## src/rtl/lcd_read_ctrl_if.sv

```systemverilog
// -----------------------------------------------------------------------------
// lcd_read_ctrl_if
//
// Request/response bundle between the LCD init/line sequencer (master) and the
// HD44780 read controller (slave).
//
// Handshake: the master raises iStart for one or more cycles with iRS/iPoll
// valid alongside it. The slave samples iStart only while idle (oBusy=0); a
// request seen while busy is dropped, never queued. Once accepted, oBusy stays
// high until the cycle after the single-cycle oDone pulse. oDATA is valid
// during oDone and holds until the next read strobe. oTimeout, when enabled,
// pulses together with oDone for an abandoned poll.
//
// Signals:
//   iStart   master->slave  request strobe
//   iRS      master->slave  register select for the request
//   iPoll    master->slave  repeat busy-flag reads until BF clears
//   oDATA    slave->master  last byte sampled from the LCD bus
//   oDone    slave->master  one-cycle completion pulse
//   oBusy    slave->master  transaction in progress / bus owned for reading
//   oTimeout slave->master  poll abandoned after the read limit
// -----------------------------------------------------------------------------
interface lcd_read_ctrl_if;
    logic       iStart;
    logic       iRS;
    logic       iPoll;
    logic [7:0] oDATA;
    logic       oDone;
    logic       oBusy;
    logic       oTimeout;

    modport master (
        output iStart, iRS, iPoll,
        input  oDATA, oDone, oBusy, oTimeout
    );

    modport slave (
        input  iStart, iRS, iPoll,
        output oDATA, oDone, oBusy, oTimeout
    );
endinterface

```

## src/rtl/lcd_read_ctrl.sv

```systemverilog
// -----------------------------------------------------------------------------
// lcd_read_ctrl
//
// Read side of the HD44780 character-LCD interface. Each accepted request
// runs one RW=1 bus cycle: RS/RW setup, an EN strobe, then a hold period.
// The data bus is sampled on the edge that drops EN. In poll mode the cycle
// repeats as a busy-flag read (RS forced to 0) until bit 7 of the sampled
// byte is clear, so the sequencer can wait on the real ready condition.
//
// The block never drives LCD_DATA; the top level keeps the bus tri-stated
// whenever oBusy is high and uses oBusy to arbitrate against the writer.
//
// Optional feature macro: LCD_RD_TIMEOUT_EN
//   defined   : a 16-bit read counter bounds each poll to TIMEOUT_POLLS
//               busy reads; on expiry oDone and oTimeout pulse together.
//   undefined : polling is unbounded and oTimeout is tied low.
//
// Parameters:
//   SETUP_CYC     1..255  cycles RS/RW are stable before EN rises
//   EN_WIDTH      2..255  cycles EN is held high
//   HOLD_CYC      1..255  cycles after EN falls before repeat or done
//   TIMEOUT_POLLS         busy reads allowed per poll (macro builds only)
//
// Ports:
//   iCLK         clock
//   iRST_N       asynchronous active-low reset
//   bus          request/response bundle (slave side)
//   LCD_DATA_IN  LCD data bus as seen through the top-level tri-state
//   LCD_RW       1 while a transaction is in progress
//   LCD_EN       enable strobe
//   LCD_RS       register select of the current transaction
//   oDbgState    current FSM state encoding
// -----------------------------------------------------------------------------
module lcd_read_ctrl #(
    parameter int SETUP_CYC     = 4,
    parameter int EN_WIDTH      = 16,
    parameter int HOLD_CYC      = 4
`ifdef LCD_RD_TIMEOUT_EN
    ,
    parameter int TIMEOUT_POLLS = 1024
`endif
) (
    input  logic             iCLK,
    input  logic             iRST_N,
    lcd_read_ctrl_if.slave   bus,
    input  logic [7:0]       LCD_DATA_IN,
    output logic             LCD_RW,
    output logic             LCD_EN,
    output logic             LCD_RS,
    output logic [2:0]       oDbgState
);

    typedef enum logic [2:0] {
        IDLE  = 3'd0,
        SETUP = 3'd1,
        EN_HI = 3'd2,
        EN_LO = 3'd3,
        DONE  = 3'd4
    } state_t;

    // The phase counter is loaded with (cycles - 1) on entry to a phase and
    // the phase ends on the edge where it reads zero, so a phase of N cycles
    // occupies exactly N clock periods.
    localparam logic [7:0] SETUP_LOAD = 8'(SETUP_CYC - 1);
    localparam logic [7:0] EN_LOAD    = 8'(EN_WIDTH - 1);
    localparam logic [7:0] HOLD_LOAD  = 8'(HOLD_CYC - 1);

`ifdef LCD_RD_TIMEOUT_EN
    localparam logic [15:0] TIMEOUT_LIM = 16'(TIMEOUT_POLLS);
`endif

    state_t      state_q, state_d;
    logic [7:0]  cnt_q,   cnt_d;
    logic        rs_q,    rs_d;
    logic        poll_q,  poll_d;
    logic [7:0]  data_q,  data_d;

`ifdef LCD_RD_TIMEOUT_EN
    logic [15:0] poll_cnt_q, poll_cnt_d;
    logic        timeout_q,  timeout_d;
`endif

    // -------------------------------------------------------------------------
    // State register
    // -------------------------------------------------------------------------
    always_ff @(posedge iCLK or negedge iRST_N) begin
        if (!iRST_N) begin
            state_q <= IDLE;
            cnt_q   <= 8'd0;
            rs_q    <= 1'b0;
            poll_q  <= 1'b0;
            data_q  <= 8'h00;
        end else begin
            state_q <= state_d;
            cnt_q   <= cnt_d;
            rs_q    <= rs_d;
            poll_q  <= poll_d;
            data_q  <= data_d;
        end
    end

`ifdef LCD_RD_TIMEOUT_EN
    always_ff @(posedge iCLK or negedge iRST_N) begin
        if (!iRST_N) begin
            poll_cnt_q <= 16'd0;
            timeout_q  <= 1'b0;
        end else begin
            poll_cnt_q <= poll_cnt_d;
            timeout_q  <= timeout_d;
        end
    end
`endif

    // -------------------------------------------------------------------------
    // Next-state logic
    // -------------------------------------------------------------------------
    always_comb begin
        state_d = state_q;
        cnt_d   = cnt_q;
        rs_d    = rs_q;
        poll_d  = poll_q;
        data_d  = data_q;
`ifdef LCD_RD_TIMEOUT_EN
        poll_cnt_d = poll_cnt_q;
        timeout_d  = timeout_q;
`endif

        case (state_q)
            IDLE: begin
                if (bus.iStart) begin
                    // A poll is always a busy-flag read, whatever iRS says.
                    rs_d    = bus.iPoll ? 1'b0 : bus.iRS;
                    poll_d  = bus.iPoll;
                    cnt_d   = SETUP_LOAD;
                    state_d = SETUP;
`ifdef LCD_RD_TIMEOUT_EN
                    poll_cnt_d = 16'd0;
                    timeout_d  = 1'b0;
`endif
                end
            end

            SETUP: begin
                if (cnt_q == 8'd0) begin
                    cnt_d   = EN_LOAD;
                    state_d = EN_HI;
                end else begin
                    cnt_d = cnt_q - 8'd1;
                end
            end

            EN_HI: begin
                if (cnt_q == 8'd0) begin
                    // Sample on the same edge that drops EN; the LCD keeps
                    // driving for tDHR after EN falls.
                    data_d  = LCD_DATA_IN;
                    cnt_d   = HOLD_LOAD;
                    state_d = EN_LO;
`ifdef LCD_RD_TIMEOUT_EN
                    if (poll_q) begin
                        poll_cnt_d = poll_cnt_q + 16'd1;
                    end
`endif
                end else begin
                    cnt_d = cnt_q - 8'd1;
                end
            end

            EN_LO: begin
                if (cnt_q == 8'd0) begin
                    if (poll_q && data_q[7]) begin
`ifdef LCD_RD_TIMEOUT_EN
                        if (poll_cnt_q >= TIMEOUT_LIM) begin
                            timeout_d = 1'b1;
                            state_d   = DONE;
                        end else begin
                            cnt_d   = SETUP_LOAD;
                            state_d = SETUP;
                        end
`else
                        // Still busy: rerun the read with RS/RW untouched.
                        cnt_d   = SETUP_LOAD;
                        state_d = SETUP;
`endif
                    end else begin
                        state_d = DONE;
                    end
                end else begin
                    cnt_d = cnt_q - 8'd1;
                end
            end

            DONE: begin
                state_d = IDLE;
            end

            default: begin
                state_d = IDLE;
            end
        endcase
    end

    // -------------------------------------------------------------------------
    // Outputs: all decoded from state so that reset clears them immediately.
    // -------------------------------------------------------------------------
    assign LCD_RW     = (state_q != IDLE);
    assign LCD_EN     = (state_q == EN_HI);
    assign LCD_RS     = rs_q;
    assign oDbgState  = state_q;

    assign bus.oDATA  = data_q;
    assign bus.oDone  = (state_q == DONE);
    assign bus.oBusy  = (state_q != IDLE);

`ifdef LCD_RD_TIMEOUT_EN
    assign bus.oTimeout = (state_q == DONE) && timeout_q;
`else
    assign bus.oTimeout = 1'b0;
`endif

endmodule

```

## src/flat_wrapper.sv

```systemverilog
// flat-port wrapper written by rule: the top's interface ports become plain ports
module lcd_read_ctrl_flat 
#(
    parameter int SETUP_CYC     = 4,
    parameter int EN_WIDTH      = 16,
    parameter int HOLD_CYC      = 4

)
  (iCLK, iRST_N, LCD_DATA_IN, LCD_RW, LCD_EN, LCD_RS, oDbgState, bus_iStart, bus_iRS, bus_iPoll, bus_oDATA, bus_oDone, bus_oBusy, bus_oTimeout);
  lcd_read_ctrl_if bus_i ();
  input  logic iCLK;
  input  logic iRST_N;
  input  logic [7:0] LCD_DATA_IN;
  output logic LCD_RW;
  output logic LCD_EN;
  output logic LCD_RS;
  output logic [2:0] oDbgState;
  input wire logic [$bits(bus_i.iStart)-1:0] bus_iStart;
  input wire logic [$bits(bus_i.iRS)-1:0] bus_iRS;
  input wire logic [$bits(bus_i.iPoll)-1:0] bus_iPoll;
  output wire logic [$bits(bus_i.oDATA)-1:0] bus_oDATA;
  output wire logic [$bits(bus_i.oDone)-1:0] bus_oDone;
  output wire logic [$bits(bus_i.oBusy)-1:0] bus_oBusy;
  output wire logic [$bits(bus_i.oTimeout)-1:0] bus_oTimeout;
  assign bus_i.iStart = bus_iStart;
  assign bus_i.iRS = bus_iRS;
  assign bus_i.iPoll = bus_iPoll;
  assign bus_oDATA = bus_i.oDATA;
  assign bus_oDone = bus_i.oDone;
  assign bus_oBusy = bus_i.oBusy;
  assign bus_oTimeout = bus_i.oTimeout;
  lcd_read_ctrl #(.SETUP_CYC(SETUP_CYC), .EN_WIDTH(EN_WIDTH), .HOLD_CYC(HOLD_CYC)) u_core (.iCLK(iCLK), .iRST_N(iRST_N), .bus(bus_i), .LCD_DATA_IN(LCD_DATA_IN), .LCD_RW(LCD_RW), .LCD_EN(LCD_EN), .LCD_RS(LCD_RS), .oDbgState(oDbgState));
endmodule
```

## config.mk

```make
export PLATFORM = sky130hd
export DESIGN_NAME = lcd_read_ctrl_flat
export DESIGN_NICKNAME = d
export VERILOG_FILES = /design/src/rtl/lcd_read_ctrl_if.sv /design/src/rtl/lcd_read_ctrl.sv /design/src/flat_wrapper.sv
export SDC_FILE = /design/constraint.sdc
export NUM_CORES = 1
export LEC_CHECK = 0
export ABC_AREA = 0
export BUFFER_PORTS_ARGS = -buffer_cell sky130_fd_sc_hd__buf_2
export CAP_MARGIN = 5
export CORE_MARGIN = 4
export CORE_UTILIZATION = 50
export CTS_BUF_LIST = sky130_fd_sc_hd__clkbuf_4 sky130_fd_sc_hd__clkbuf_8
export CTS_CLUSTER_DIAMETER = 200
export DETAILED_ROUTE_END_ITERATION = 16
export PLACE_DENSITY_LB_ADDON = 0.3
export SYNTH_ARGS = -nofsm -noshare
export SYNTH_HDL_FRONTEND = slang
export SYNTH_SLANG_ARGS = --single-unit
```

## constraint.sdc

```tcl
create_clock -name iCLK -period 4.09 [get_ports iCLK]
set_input_delay 0.818 -clock iCLK [delete_from_list [all_inputs] [get_ports iCLK]]
set_output_delay 0.818 -clock iCLK [all_outputs]
set_load 0.01 [all_outputs]
```

==> results.py <==
metrics = {
    "status": {
        "status": "finished clean",
    },
    "routing": {
        "drt_first_iter_violations": 12,
        "vias": 837,
        "drt-total-wl_mm": 2.14,
        "antenna_left": 0,
        "drc": 0,
        "wire_per_inst_microns": 14.2,
        "drt-vias-per-instance": 5.54,
        "firstDrtPassIters": 4,
    },
    "synthesis": {
        "syn_nets": 111,
        "synth_top_area_share": 0.493,
        "synth_compound_area_frac": 0.160,
        "netlist_top_cells_area": "dfrtp_1 (49%), mux2_2 (11%), o21ai_0 (2.8%)",
        "synthArstFlopShare": 1.00,
        "ys_seq_area_frac": 0.493,
        "synth.area.mux_share": 0.115,
        "synthDistinctLibCells": 41,
        "netlist_top_cells_count": "dfrtp_1 (21), mux2_2 (10), inv_1 (6), nor2_1 (6), o21ai_0 (6)",
        "synth.most_common_cell": "dfrtp_1",
        "synthSimpleGateAreaFrac": 0.155,
        "syn_area_sq_mm": 0.00107,
        "post-synth-top-area-cell": "dfrtp_1",
        "synth-warning-count": 0,
        "ys_ff_latch": 21,
        "synth_cells": 97,
        "avgSynthCellArea_sq_um": 11.0,
        "synth_edf_count": 0,
        "synth_xor_area_frac": 0.00822,
        "synth_top_family_by_area": "compound AO/OA/AOI/OAI gates",
        "synth_ff_type": "dfrtp_1",
        "synth-adder-area-share": 0.0117,
    },
    "sta": {
        "layout_setup_ws_ns": 1.65,
        "clock_skew_ns": 0.00124,
        "hold_viol": 0,
        "finalCritPeriodShare": 0.596,
        "rsz0062_at_grt": "false",
        "fin_crit_ns": 2.44,
        "max_freq_mhz": 410,
        "setup_violations": 0,
        "slew_viol_final": 0,
        "worstMarginPinSlew_ns": 0.668,
        "finalSetupTns_ns": 0,
        "slew_headroom": 0.551,
    },
    "setup_path": {
        "crit_slowest_cell": "dfrtp_1",
        "crit_family": "simple AND/OR/NAND/NOR gates",
        "crit_required_ns": 4.28,
        "r2r_cells": 6,
        "r2r_setup_slack_ns": 1.65,
        "criticalPathCategory": "reg -> reg",
        "end_kind": "flop",
        "path_buf_inv": 1,
        "crit_path_max_fanout": 8,
        "crit_arrival_ns": 2.63,
        "r2r_end": "u_core.bus.oDATA[1]$_DFFE_PN0P_",
        "critical_path.cell_chain": "inv_1 > ha_1 > or3b_1 > or2_1 > nor4_4 > mux2_2",
        "cpPeakStageDelay_ns": 0.43,
        "r2r-start": "u_core.cnt_q[0]$_DFFE_PN0P_",
        "start_kind": "flop",
    },
    "power_and_ir_drop": {
        "pwr-share-seq": 0.643,
        "peakVddDrop_v": 0.000255,
        "p_leak_nw": 0.598,
        "p_clk_frac": 0.319,
        "powerDensity_mw_per_mm2": 264,
        "p_int_mw": 0.258,
        "sw_frac_of_total": 0.206,
        "combinationalPowerShare": 0.038,
        "p_sw_mw": 0.0671,
    },
    "placement": {
        "hpwlAfterDp_mm": 1.63,
        "port_buffers": 28,
        "place.gp.congestion": 0.799,
        "pre_cts_ws_ns": 1.64,
    },
    "clocking": {
        "cts_root_buffer": "clkbuf_4",
        "clkLatencyLatePin_ns": 0.29,
        "hold_buffers": 0,
        "cts.path.max_buffers": 2,
        "clk_pin_slew_ns": 0.11,
        "cts_resized": 0,
        "cts_tree": "built",
        "cts.sinks": 21,
        "cts_max_level": 1,
        "cts_buffers": 3,
        "post-cts-setup-buffers": 0,
    },
    "final_layout": {
        "drive_above_1_share": 0.363,
        "fillCellCount": 179,
        "regArea_sq_um": 526,
        "multi_input_area_sq_um": 483,
        "nets": 139,
        "antenna-diode-count": 0,
        "syn_to_final_growth_pct": 15.8,
    },
    "die": {
        "rows": 16,
        "die_y_microns": 54.2,
        "die-area_sq_mm": 0.00293,
        "core_sq_mm": 0.00200,
        "boundaryPins": 30,
        "start_util": 0.532,
        "die_w_microns": 54.2,
    },
    "flow_run": {
        "drv_cap": 0,
    },
    "grt": {
        "grt-ovfl-total": 0,
        "grt_first_pass_wirelength_mm": 3.53,
        "grt_start_max_net_pins": 22,
        "first_global_vias": 786,
        "grt_usage": 0.166,
        "antenna_found_initial": 0,
    },
    "worst_hold_path": {
        "worst_hold_path_type": "in -> async",
    },
}
## per-layer routing
layer | part of all wire | track usage
met2 | 0.52 | 0.285
met5 | 0 | 0
met3 | 0.039 | 0.0360
met1 | 0.44 | 0.212
met4 | 0.0056 | 0.0373
## stage by stage
stage               std cells  power, mW  utilization  hold slack (ns)  instance area [sq um]
floorplan                  97      0.216            -            0.475                   1070
global placement          147      0.226        0.602            0.486                   1200
detailed placement        147      0.226        0.602            0.495                   1200
CTS                       151      0.331        0.617            0.461                   1230
global route              151      0.343        0.617            0.459                   1230
finish                    151      0.326        0.617            0.453                   1230
## how the worst max path moves through the flow
| stage | slack (ns) | endpoint | cells after the start | from |
|---|---|---|---|---|
| after floorplan | 1.86 | u_core.bus.oDATA[0]$_DFFE_PN0P_ | 7 | u_core.cnt_q[0]$_DFFE_PN0P_ |
| after global placement | 1.73 | u_core.bus.oDATA[6]$_DFFE_PN0P_ | 6 | u_core.cnt_q[0]$_DFFE_PN0P_ |
| after detailed placement | 1.64 | u_core.bus.oDATA[1]$_DFFE_PN0P_ | 6 | u_core.cnt_q[0]$_DFFE_PN0P_ |
| after CTS | 1.63 | u_core.bus.oDATA[1]$_DFFE_PN0P_ | 6 | u_core.cnt_q[0]$_DFFE_PN0P_ |
| after global routing | 1.51 | u_core.bus.oDATA[2]$_DFFE_PN0P_ | 6 | u_core.cnt_q[0]$_DFFE_PN0P_ |
| final | 1.65 | u_core.bus.oDATA[1]$_DFFE_PN0P_ | 6 | u_core.cnt_q[0]$_DFFE_PN0P_ |
## sequential cells by signal, indices dropped and copies added, names as in the netlist
signal and cells:
u_core.LCD_RS 1, u_core.poll_q 1, u_core.cnt_q 8, u_core.oDbgState 3
u_core.bus.oDATA 8
## cell usage in the layout, fill, tap and decap left out, types with 2 or more instances in the layout
cell      count
inv_1         6
nand2_1       3
dfrtp_1      21
clkbuf_4      4
nor3_1        4
nand3b_1      2
o21ba_2       2
a21o_1        2
a21oi_1       3
o21ai_0       6
buf_2        28
mux2_2       10
nor2_1        6
a31oi_1       2
## power by group through the flow
stage | combinational, mW | clock (mW) | sequential, mW
6_report | 0.0123 | 0.104 | 0.209
5_1_grt | 0.0143 | 0.119 | 0.210
4_1_cts | 0.0128 | 0.109 | 0.209
3_5_place_dp | 0.0128 | 0 | 0.213
3_3_place_gp | 0.0122 | 0 | 0.213
2_1_floorplan | 0.00256 | 0 | 0.214
## kinds of logic (layout without fill, tap and decap cells)
family | count (synthesis) | count (layout)
compound gates | 24 | 24
xor+xnor | 1 | 1
fa+ha+maj | 1 | 1
buf+inv | 11 | 38
flops | 21 | 21
mux | 11 | 11
other cells | 1 | 1
simple gates | 27 | 27
## area by class of cell
cell class,instances,area share
Clock buffer,4,0.0243
Inverter,6,0.0182
Multi-Input combinational cell,65,0.391
Sequential cell,21,0.426
Tap cell,27,0.0274
Timing Repair Buffer,28,0.113
Power figures use the tool's default switching activity.
